<file path="config.mk">
export PLATFORM = sky130hd
export DESIGN_NAME = load_store_unit
export DESIGN_NICKNAME = d
export VERILOG_FILES = /design/src/rtl/riscv_defs.sv /design/src/rtl/load_extend.sv /design/src/rtl/load_store_unit.sv
export SDC_FILE = /design/constraint.sdc
export NUM_CORES = 1
export LEC_CHECK = 0
export ABC_AREA = 1
export ABC_CLOCK_PERIOD_IN_PS = 1700
export BUFFER_PORTS_ARGS = -buffer_cell sky130_fd_sc_hd__buf_2
export CAP_MARGIN = 20
export CORE_ASPECT_RATIO = 1.1
export CORE_MARGIN = 2
export CORE_UTILIZATION = 31
export CTS_CLUSTER_SIZE = 16
export DETAILED_ROUTE_END_ITERATION = 10
export SETUP_SLACK_MARGIN = 0.5
export SKIP_CTS_REPAIR_TIMING = 1
export SLEW_MARGIN = 40
export SYNTH_ARGS = -nofsm -noshare
export SYNTH_HDL_FRONTEND = slang
export SYNTH_SLANG_ARGS = --single-unit
export TNS_END_PERCENT = 30
</file>
<file path="constraint.sdc">
create_clock -name CLK -period 1.7 [get_ports CLK]
set_input_delay 0 -clock CLK [delete_from_list [all_inputs] [get_ports CLK]]
set_output_delay 0 -clock CLK [all_outputs]
set_load 0.01 [all_outputs]
</file>
<file path="src/rtl/riscv_defs.sv">
// Shared RISC-V definitions used by Control and the load/store unit:
// funct3 encodings, byte-enable codes, LSU state encoding and access checks.
package riscv_defs;

  localparam logic [2:0] F3_LB  = 3'b000;
  localparam logic [2:0] F3_LH  = 3'b001;
  localparam logic [2:0] F3_LW  = 3'b010;
  localparam logic [2:0] F3_LBU = 3'b100;
  localparam logic [2:0] F3_LHU = 3'b101;

  localparam logic [3:0] BE_BYTE = 4'b0001;
  localparam logic [3:0] BE_HALF = 4'b0011;
  localparam logic [3:0] BE_WORD = 4'b1111;

  typedef enum logic [1:0] {
    ST_IDLE   = 2'd0,
    ST_ACCESS = 2'd1,
    ST_DONE   = 2'd2
  } lsu_state_t;

  // True when the access must be rejected: misaligned halfword/word, or an
  // funct3 value that names no supported width.
  function automatic logic access_rejected(input logic [2:0] f3, input logic [1:0] off);
    logic r;
    case (f3)
      F3_LB, F3_LBU: r = 1'b0;
      F3_LH, F3_LHU: r = off[0];
      F3_LW:         r = (off != 2'b00);
      default:       r = 1'b1;
    endcase
    return r;
  endfunction

endpackage

</file>
<file path="src/rtl/load_extend.sv">
// Load lane extraction: shifts the addressed byte lane down to bit 0 and
// applies sign or zero extension according to funct3.
module load_extend
  import riscv_defs::*;
(
  input  logic [31:0] i_di,
  input  logic [1:0]  i_off,
  input  logic [2:0]  i_f3,
  output logic [31:0] o_data
);

  logic [31:0] w_lane;

  assign w_lane = i_di >> {i_off, 3'b000};

  // Select width and extension mode
  always_comb begin
    o_data = w_lane;
    case (i_f3)
      F3_LB:   o_data = {{24{w_lane[7]}}, w_lane[7:0]};
      F3_LH:   o_data = {{16{w_lane[15]}}, w_lane[15:0]};
      F3_LBU:  o_data = {24'h000000, w_lane[7:0]};
      F3_LHU:  o_data = {16'h0000, w_lane[15:0]};
      default: o_data = w_lane;
    endcase
  end

endmodule

</file>
<file path="src/rtl/load_store_unit.sv">
// Load/store unit: accepts one request from Control, drives lane-shifted
// strobes to data memory for MEM_LATENCY cycles, and returns an extended
// load result. Rejected accesses complete in one cycle with no strobes.
module load_store_unit
  import riscv_defs::*;
#(
  parameter int MEM_LATENCY = 1
) (
  input  logic        CLK,
  input  logic        RST,
  input  logic        start,
  input  logic        MemWrite,
  input  logic [3:0]  BE,
  input  logic [2:0]  funct3,
  input  logic [31:0] addr,
  input  logic [31:0] wdata,
  input  logic [31:0] D_MEM_DI,
  output logic [11:0] D_MEM_ADDR,
  output logic        D_MEM_WEN,
  output logic [3:0]  D_MEM_BE,
  output logic [31:0] D_MEM_DOUT,
  output logic [31:0] rdata,
  output logic        busy,
  output logic        done,
  output logic        misaligned
);

  localparam logic [3:0] LAT_M1 = 4'(MEM_LATENCY - 1);

  lsu_state_t  r_state;
  logic [3:0]  r_cnt;
  logic        r_we;
  logic [2:0]  r_f3;
  logic [1:0]  r_off;
  logic [11:0] r_addr;
  logic [3:0]  r_be;
  logic [31:0] r_dout;
  logic        r_wen;
  logic [31:0] r_rdata;
  logic        r_busy;
  logic        r_done;
  logic        r_mis;

  logic        w_reject;
  logic [31:0] w_ext;
  logic        w_unused_addr_hi;

  // Data memory is 4 KiB; the upper address bits are not decoded here.
  assign w_unused_addr_hi = ^addr[31:12];
  assign w_reject         = access_rejected(funct3, addr[1:0]);

  load_extend u_load_extend (
    .i_di   (D_MEM_DI),
    .i_off  (r_off),
    .i_f3   (r_f3),
    .o_data (w_ext)
  );

  // Control FSM with registered memory strobes and status outputs
  always_ff @(posedge CLK) begin
    if (RST) begin
      r_state <= ST_IDLE;
      r_cnt   <= 4'd0;
      r_we    <= 1'b0;
      r_f3    <= 3'b000;
      r_off   <= 2'b00;
      r_addr  <= 12'h000;
      r_be    <= 4'b0000;
      r_dout  <= 32'h0;
      r_wen   <= 1'b1;
      r_rdata <= 32'h0;
      r_busy  <= 1'b0;
      r_done  <= 1'b0;
      r_mis   <= 1'b0;
    end else begin
      r_done <= 1'b0;
      r_mis  <= 1'b0;
      case (r_state)
        ST_IDLE: begin
          if (start) begin
            r_we   <= MemWrite;
            r_f3   <= funct3;
            r_off  <= addr[1:0];
            r_busy <= 1'b1;
            if (w_reject) begin
              // Skip the memory phase entirely; strobes stay idle.
              r_state <= ST_DONE;
              r_done  <= 1'b1;
              r_mis   <= 1'b1;
            end else begin
              r_state <= ST_ACCESS;
              r_cnt   <= LAT_M1;
              r_addr  <= {addr[11:2], 2'b00};
              r_be    <= 4'(BE << addr[1:0]);
              r_dout  <= wdata << {addr[1:0], 3'b000};
              r_wen   <= ~MemWrite;
            end
          end
        end
        ST_ACCESS: begin
          if (r_cnt == 4'd0) begin
            r_state <= ST_DONE;
            r_done  <= 1'b1;
            r_be    <= 4'b0000;
            r_dout  <= 32'h0;
            r_wen   <= 1'b1;
            // Memory data is valid on the final strobe cycle.
            if (!r_we) r_rdata <= w_ext;
          end else begin
            r_cnt <= r_cnt - 4'd1;
          end
        end
        ST_DONE: begin
          r_state <= ST_IDLE;
          r_busy  <= 1'b0;
        end
        default: r_state <= ST_IDLE;
      endcase
    end
  end

  assign D_MEM_ADDR = r_addr;
  assign D_MEM_WEN  = r_wen;
  assign D_MEM_BE   = r_be;
  assign D_MEM_DOUT = r_dout;
  assign rdata      = r_rdata;
  assign busy       = r_busy;
  assign done       = r_done;
  assign misaligned = r_mis;

endmodule

</file>
# Yosys cells after proc, flatten, opt, wreduce, memory -nomap -nowiden
# Index checks and enable logic that the tools add are counted.
# word_totals
in_bits,107
register_bits,94
out_inout_bits,84
# op_classes
bitwise,4
eq_ne,13
muxes,28
addsub,1
n_reduce_logical,17
n_shift,3
# ops
cell,count
32-bit one-hot mux with 4 select lines,1
32-bit 2-to-1 mux,3
32-bit one-hot mux with 2 select lines,1
32-bit by 5-bit << shifter with 32-bit output,1
32-bit by 5-bit right shift with 32-bit output,1
4-bit 2-to-1 mux,6
4-bit one-hot mux with 2 select lines,2
3-bit == test (second input constant),4
2-bit != test (second input constant),4
4-bit AND reduction,2
1-bit 2-to-1 mux,7
3-bit by 1-bit == test with 1-bit output (second input constant),2
3-bit logical NOT,2
2-bit 2-to-1 mux,3
1-bit one-hot mux with 2 select lines,3
2-bit AND reduction,3
3-bit AND reduction,2
2-bit nonzero test,3
2-bit OR reduction,3
4-bit logical NOT,1
1-bit NOT,4
2-bit one-hot mux with 2 select lines,1
4-bit by 2-bit << shifter with 4-bit output,1
4-bit by 1-bit subtractor with 4-bit output (second input constant),1
5 further kinds,5

# Depth between registers and ports, before layout
# Gate-level depths: netlist (run 1).
# logic_depth
word_depth,6
mapped_depth,10
mapped_depth_nobuf,9

# By module
# Synthesis (run 1) repeated with hierarchy kept, for this count alone.
# hier_totals
hier_cells,786
area_unflattened_um2,5098.6
# by_module_without_submodules
module,instances,cells_per_inst,area_each_um2,seq_area_each_um2
load_store_unit,1,628,4177.8,1881.8
load_extend,1,158,920.9,0.0

# Worst setup path after synthesis (run 1)
# OpenSTA, ideal clock, no wires.
# synth_path
path_kind,reg-to-reg
from,register r_cnt[0]
to,register r_rdata[17] (netlist: rdata[17])
t_arrival_ns,1.285
setup_ns,0.117
path_stages_with_launch,11
n_path_buf,1
t_required_ns,1.583
slack_ns,0.298
period_less_slack_ns,1.402
path_cell_list,dfxtp_1 > inv_1 > ha_1 > nand2_1 > nor2_1 > nand2_2 > nor2_8 > buf_6 > nand2_1 > nor2_1 > nor2_1
# synth_between
elab_chain_len,2
# synth_lines
element,line_no,source
"start, declared",load_store_unit.sv:31,logic [3:0] r_cnt;
"start signal, assigned",load_store_unit.sv:110,r_cnt <= r_cnt - 4'd1;
4-bit logical NOT,load_store_unit.sv:101,if (r_cnt == 4'd0) begin
3-bit AND reduction (no line),-,
"end signal, assigned",load_store_unit.sv:108,if (!r_we) r_rdata <= w_ext;
"end, declared",load_store_unit.sv:39,logic [31:0] r_rdata;
# Every way passes these cells.
# A chain may end at the register's enable or synchronous reset.

# Final worst setup path (run 1)
# layout_path
from,register r_state[0]
to,register r_rdata[1] (netlist: rdata[1])
# layout_between
elab_chain_len,2
# layout_lines
element,line_no,source
"start, declared",load_store_unit.sv:30,lsu_state_t r_state;
"start signal, assigned",load_store_unit.sv:62,r_state <= ST_IDLE;
"start signal, assigned",load_store_unit.sv:87,r_state <= ST_DONE;
"start signal, assigned",load_store_unit.sv:91,r_state <= ST_ACCESS;
2-bit by 1-bit == test with 1-bit output,load_store_unit.sv:78,case (r_state)
3-bit AND reduction (no line),-,
# Every way passes these cells.

==> results by group, run 1 <==
Run status
  – Status: finished with violations
  – Violated checks: hold timing

Floorplanning
  – Die width: 125.0 um
  – Core area: 0.01574 sq mm
  – Starting density of the core: about a third
  – Die Y: 137.1 um
  – Row Count: 48
  – Top-Level Pins: 191
  – Die ar.: 0.01713 sq mm

Clocking
  – Clock Latency Late Sink: 0.35 ns
  – CTS Buffer Depth: 2
  – H-tree depth: 3
  – Clock-pin slew on the worst setup and hold paths: 0.07 ns
  – CTS Buf Count: 9
  – CTS sink cnt: 94
  – TritonCTS clock tree: done
  – Root Buffer: clkbuf_16

Cells and area
  – Post-layout nets: 1117
  – Finished Core Util: 44.33%
  – Share of layout cells above drive strength 1: 27.44%
  – Filler cells: approximately 1700
  – Total area of sequential cells: ~0.0019 sq mm
  – Area of the multi-input gates: about 0.0027 sq mm
  – Antenna diodes: 0
  – Area grow syn2layout: 39.79%

Global routing
  – Wire length of the first global-routing pass: 24960 um
  – Total track usage: 18.10%
  – Initial antenna violation count: 1
  – Pin count of the biggest net entering global routing: 36
  – Vias in the first global route: 4951
  – GRT overflow: 0

Placement
  – RePlAce Congestion: 0.8672
  – IO Port Bufs: 168
  – Post-DP HPWL: 11560 um

Synthesis
  – Syn Inst Count: 812
  – Synth area leaders: dfxtp_1 38%, nand2_1 16%, nor2_1 15%
  – Top cells by count, synth: 211 x nand2_1, 202 x nor2_1, 107 x o21ai_0
  – Area leader, netlist: dfxtp_1
  – Count leader, synth: nand2_1
  – Share of flip-flops with an asynchronous set or reset: 0%
  – Post-synthesis cell area: 0.004990 sq mm
  – Synth top area share: 37.71%
  – YS warnings: 0
  – Main synth FF type: dfxtp_1
  – Part of the Yosys area used for sequential elements: 37.71%
  – FF+latch count, synth: 94
  – Post-synth cell types: 27
  – Post-synth EDFFs: 0
  – Synth Area per Inst: 6.145 sq um

Setup path
  – Kind of launch point of the worst setup path: flip-flop
  – Slowest cell delay on critical path: 0.37 ns
  – Crit path cell chain: inv_2 -> nor2_4 -> nand2_4 -> nor2_8 -> buf_12 -> inv_2 -> buf_6 -> nor2_2 -> nor2_1
  – Top delay family on crit path: simple AND/OR/NAND/NOR gates
  – Crit path required time: 1.94 ns
  – Buf/Inv on CP: 4
  – Arrival time worst endpoint: around 1.8 ns
  – Slowest cell on the critical path: dfxtp_4
  – Crit. End Element: flip-flop
  – CP most frequent cell: inv_2
  – Critical path type: reg -> reg
  – Critical Path Fanout Max: 6

STA
  – Slew Viols, Final: 0
  – RSZ-0062 raised after global routing: true
  – Hold Worst Slack: -0.004365 ns
  – Final Hold Viols: 1
  – Slew at the pin with the worst max-slew slack: 0.5155 ns
  – Fmax: 664.5 MHz
  – Clock skew: 0.009313 ns
  – Period minus WS final: 1.505 ns
  – Setup Viol. Count Final: 0
  – Rel. slew slack: 65.59%
  – Final period util: between 80% and 90%
  – Setup TNS Final: 0 ns

Flow run
  – Max Cap Viol: 0

Hold path
  – Hold Crit Class: in -> reg

Detailed routing
  – DRT Pass-1 Iters: 7
  – Post-DR vias/cell: 4.711
  – WL/cell: around 14 um
  – DRC: 0
  – WL final: 16540 um
  – Routed via count: 5714
  – Starting DRT DRC Count: ~360
  – Post-DRT Antenna Nets: 0

Pwr
  – Lkg Pwr: approximately 3.6 nW
  – VDD IR max: between 400 and 500 uV
  – Pwr per Cell Area: 935.9 mW/mm^2
## layer usage
layer  share of wire, %  track usage [%]  vias up  wire [um]
li1                   -                -     2898          -
met1                 42            21.39     2596       7004
met2                 48            31.43      194       7966
met3                7.1            4.730       26       1181
met4                2.3            7.284        0        388
met5                  0                0        -          0
## flip-flops by register name, indices dropped and copies added (netlist names), 2 cells and up
signal and flops:
D_MEM_ADDR 10, r_state 2, r_cnt 4, D_MEM_BE 4, r_off 2, D_MEM_DOUT 32
r_f3 3, rdata 32
## report_power, final
| part | total [mW] | switching (mW) | internal (mW) |
|---|---|---|---|
| Clock | 2.34 | 0.908 | 1.44 |
| Sequential | 2.51 | 0.109 | 2.40 |
| Combinational | 1.68 | 0.997 | 0.678 |
| Total | 6.53 | 2.01 | 4.51 |
## worst min-delay path, stage by stage
cell	delay (ns)
buf_2	0.11
nand4_1	0.13
a21oi_1	0.07
## logic make-up (layout without fill, tap and decap cells)
kind of cell | after synthesis | after routing | share of synthesized area, %
compound gates | 141 | 141 | 14.54
flops | 94 | 94 | 37.71
simple gates | 450 | 453 | 36.13
other cells | 1 | 2 | 0.07515
buf+inv | 124 | 321 | 11.03
fa+ha+maj | 2 | 2 | 0.5014
## per-stage QoR
step | instances | power [mW] | instance area [sq um] | setup slack (ns)
2_1_floorplan | 813 | 3.496 | 5015 | 0.3259
3_3_place_gp | 1164 | 4.066 | 6135 | 0.1269
3_5_place_dp | 1164 | 4.076 | 6135 | 0.1248
4_1_cts | 1180 | 6.425 | 6474 | 0.09691
5_1_grt | 1213 | 6.904 | 6975 | 0.1280
6_report | 1213 | 6.529 | 6975 | 0.1951
## worst paths after layout
kind	from	to	slack, ns	depth (start not counted)
max	r_state[0]	rdata[1]	0.20	9
min	start	r_state[1]	-0.004	3
max reg2reg	r_state[0]	rdata[1]	0.20	9
min reg2reg	D_MEM_WEN	D_MEM_WEN	0.45	2
## layout by cell type, fill, tap and decap left out, types with 3 or more instances in the layout
| cell | count |
|---|---|
| nor2_4 | 4 |
| nand4_1 | 4 |
| clkinvlp_4 | 3 |
| o21ai_0 | 106 |
| o21ai_1 | 5 |
| buf_4 | 23 |
| nand2_2 | 5 |
| nand3_1 | 10 |
| nor2_2 | 7 |
| nor2_1 | 193 |
| dlygate4sd3_1 | 17 |
| o31ai_1 | 5 |
| a21oi_1 | 21 |
| or2_2 | 11 |
| dfxtp_1 | 90 |
| o21bai_1 | 3 |
| nand2_1 | 206 |
| nand3_2 | 3 |
| buf_6 | 5 |
| bufinv_16 | 3 |
| buf_12 | 8 |
| buf_2 | 168 |
| inv_1 | 69 |
| nand2_4 | 5 |
| inv_2 | 7 |
| clkbuf_16 | 12 |
| dfxtp_2 | 3 |
## cell type report
cell class | count | share of cell area, %
Multi-Input combinational cell | 598 | 38.53
Sequential cell | 94 | 27.09
Timing Repair Buffer | 226 | 21.58
Tap cell | 200 | 3.587
Clock buffer | 10 | 3.283
Clock inverter | 6 | 1.578
Timing Repair inverter | 1 | 0.07175
Inverter | 78 | 4.287
No activity file was read; power rests on OpenSTA's default activity.
==> run 2, diff against run 1 <==
Settings changed: CORE_UTILIZATION 31 to 50, PLACE_DENSITY from default to 0.81.
==> run 2 against run 1 <==
Fmax is 9.2% lower. Largest cell class unchanged. The flow still finishes with violations (hold timing). Critical endpoint is now r_cnt[3]. Sequential share of layout area is 0.55 points higher. Combinational power is 5% higher. Hold slack worse by 0.0081 ns. Critical path depth is 1 higher. Non-clock buffer count is 3 higher. Register-to-register slack worse by 0.15 ns. Design area is 1.8% lower.
==> results by group, run 2 (synthesis results as in run 1) <==
Run status
  – Status: finished with violations
  – Violated checks: hold timing

Clocking
  – TritonCTS clock tree: done
  – CTS Buf Count: 9
  – Clock Latency Late Sink: 0.36 ns
  – Clock-pin slew on the worst setup and hold paths: about 0.10 ns
  – CTS sink cnt: between 90 and 100
  – Root Buffer: clkbuf_8
  – CTS Buffer Depth: 2
  – H-tree depth: 3

Floorplanning
  – Die Y: 108.8 um
  – Die ar.: 0.01080 sq mm
  – Starting density of the core: roughly 51%
  – Core area: about 0.01 sq mm
  – Row Count: 38
  – Top-Level Pins: roughly 190
  – Die width: approximately 99 um

Setup path
  – Crit. End Element: flip-flop
  – Crit path required time: between 1.5 and 2 ns
  – Critical path type: reg -> reg
  – Kind of launch point of the worst setup path: flip-flop
  – Critical Path Fanout Max: 7
  – Arrival time worst endpoint: approximately 1.9 ns

STA
  – Slew Viols, Final: 0
  – Period minus WS final: 1.657 ns
  – Final Hold Viols: 2
  – Hold Worst Slack: -0.01245 ns
  – Clock skew: 0.006673 ns
  – Final period util: 97.44%
  – Setup TNS Final: 0 ns
  – Setup WS post-layout: 0.04347 ns
  – Fmax: 603.7 MHz
  – RSZ-0062 raised after global routing: true
  – Setup Viol. Count Final: 0

Global routing
  – Wire length of the first global-routing pass: 21510 um
  – Vias in the first global route: 4870
  – Total track usage: 24.38%
  – Pin count of the biggest net entering global routing: between 40 and 50
  – Initial antenna violation count: 0
  – GRT overflow: 0

Placement
  – Post-DP HPWL: just under 10000 um
  – Placed Cells: 1074
  – RePlAce Congestion: 0.8747
  – Dpl cell area: 0.005947 sq mm
  – Place WS: 0.1171 ns
  – IO Port Bufs: 168

Detailed routing
  – Starting DRT DRC Count: about 440
  – WL final: ~16000 um
  – DRC: 0
  – DRT Pass-1 Iters: 5
  – WL/cell: 14.44 um
  – Post-DRT Antenna Nets: 0
  – Routed via count: 5879
  – Post-DR vias/cell: 5.175

Pwr
  – Lkg Pwr: 3.555 nW
  – Pwr per Cell Area: 891.3 mW/mm^2
  – VDD IR max: 528.8 uV

Cells and area
  – Antenna diodes: 0
  – Post-layout nets: 1120
  – Area grow syn2layout: 37.29%
  – Fin area: 0.006850 sq mm
  – Commonest non-fill, non-tap cell in the layout: nand2_1
  – Most frequent cells in the layout: 204 x nand2_1, 199 x nor2_1, 168 x buf_2
  – Post-route insts no fill: 1136
  – Share of layout cells above drive strength 1: 28.05%

Hold path
  – Hold Crit Class: in -> reg

Flow run
  – Max Cap Viol: 0
==> run 2: cell count changes in the layout (fill, tap and decap cells not counted), moves of 6 or more <==
cell and change:
o21ai_0 -6, nor2_1 +6, nor2_2 -6, clkbuf_16 -7
clkbuf_8 +9, o21ai_2 +6
==> run 2: area by class of cell <==
| cell class | count | area (sq um) |
|---|---|---|
| Clock buffer | 10 | 127.6 |
| Multi-Input combinational cell | 598 | 2723 |
| Inverter | 78 | 302.8 |
| Clock inverter | 6 | 116.4 |
| Timing Repair inverter | 1 | 7.507 |
| Fill cell | 820 | 2944 |
| Tap cell | 120 | 150.1 |
| Timing Repair Buffer | 229 | 1530 |
| Sequential cell | 94 | 1893 |
==> run 2: metal layers <==
| layer | track usage, % | wire, um |
|---|---|---|
| met5 | 0 | 0 |
| met4 | 10.08 | 565 |
| met3 | 2.756 | 1243 |
| met1 | 30.22 | 6675 |
| met2 | 43.10 | 7923 |
==> run 2: metrics by stage <==
step | hold WS, ns | util, % | power (mW)
2_1_floorplan | 0.1427 | - | 3.496
3_3_place_gp | 0.2511 | 60.72 | 3.970
3_5_place_dp | 0.2543 | 60.72 | 3.992
4_1_cts | -0.1319 | 63.21 | 5.793
5_1_grt | -0.01840 | 69.94 | 6.386
6_report | -0.01245 | 69.94 | 6.106
==> run 2: critical path, cell delays in order, from the launching register on <==
cell and delay (ns):
dfxtp_2 0.38, inv_4 0.06, ha_4 0.16, buf_4 0.14, nand3_4 0.08, nand2_4 0.11
buf_4 0.17, nand2_1 0.14, o21ai_0 0.16, nand2_1 0.11, nor2_1 0.05
==> run 2: final timing paths <==
path,start,end,slack (ns),cells past startpoint
worst max-delay path,r_cnt[0],r_cnt[3],0.04,10
worst min-delay path,start,done,-0.01,3
worst max register to register,r_cnt[0],r_cnt[3],0.04,10
worst min register to register,D_MEM_WEN,D_MEM_WEN,0.47,2
==> run 2: power breakdown <==
group / internal [mW] / switching [mW]
Combinational: 0.720 / 1.04
Clock: 0.992 / 0.842
Sequential: 2.40 / 0.118
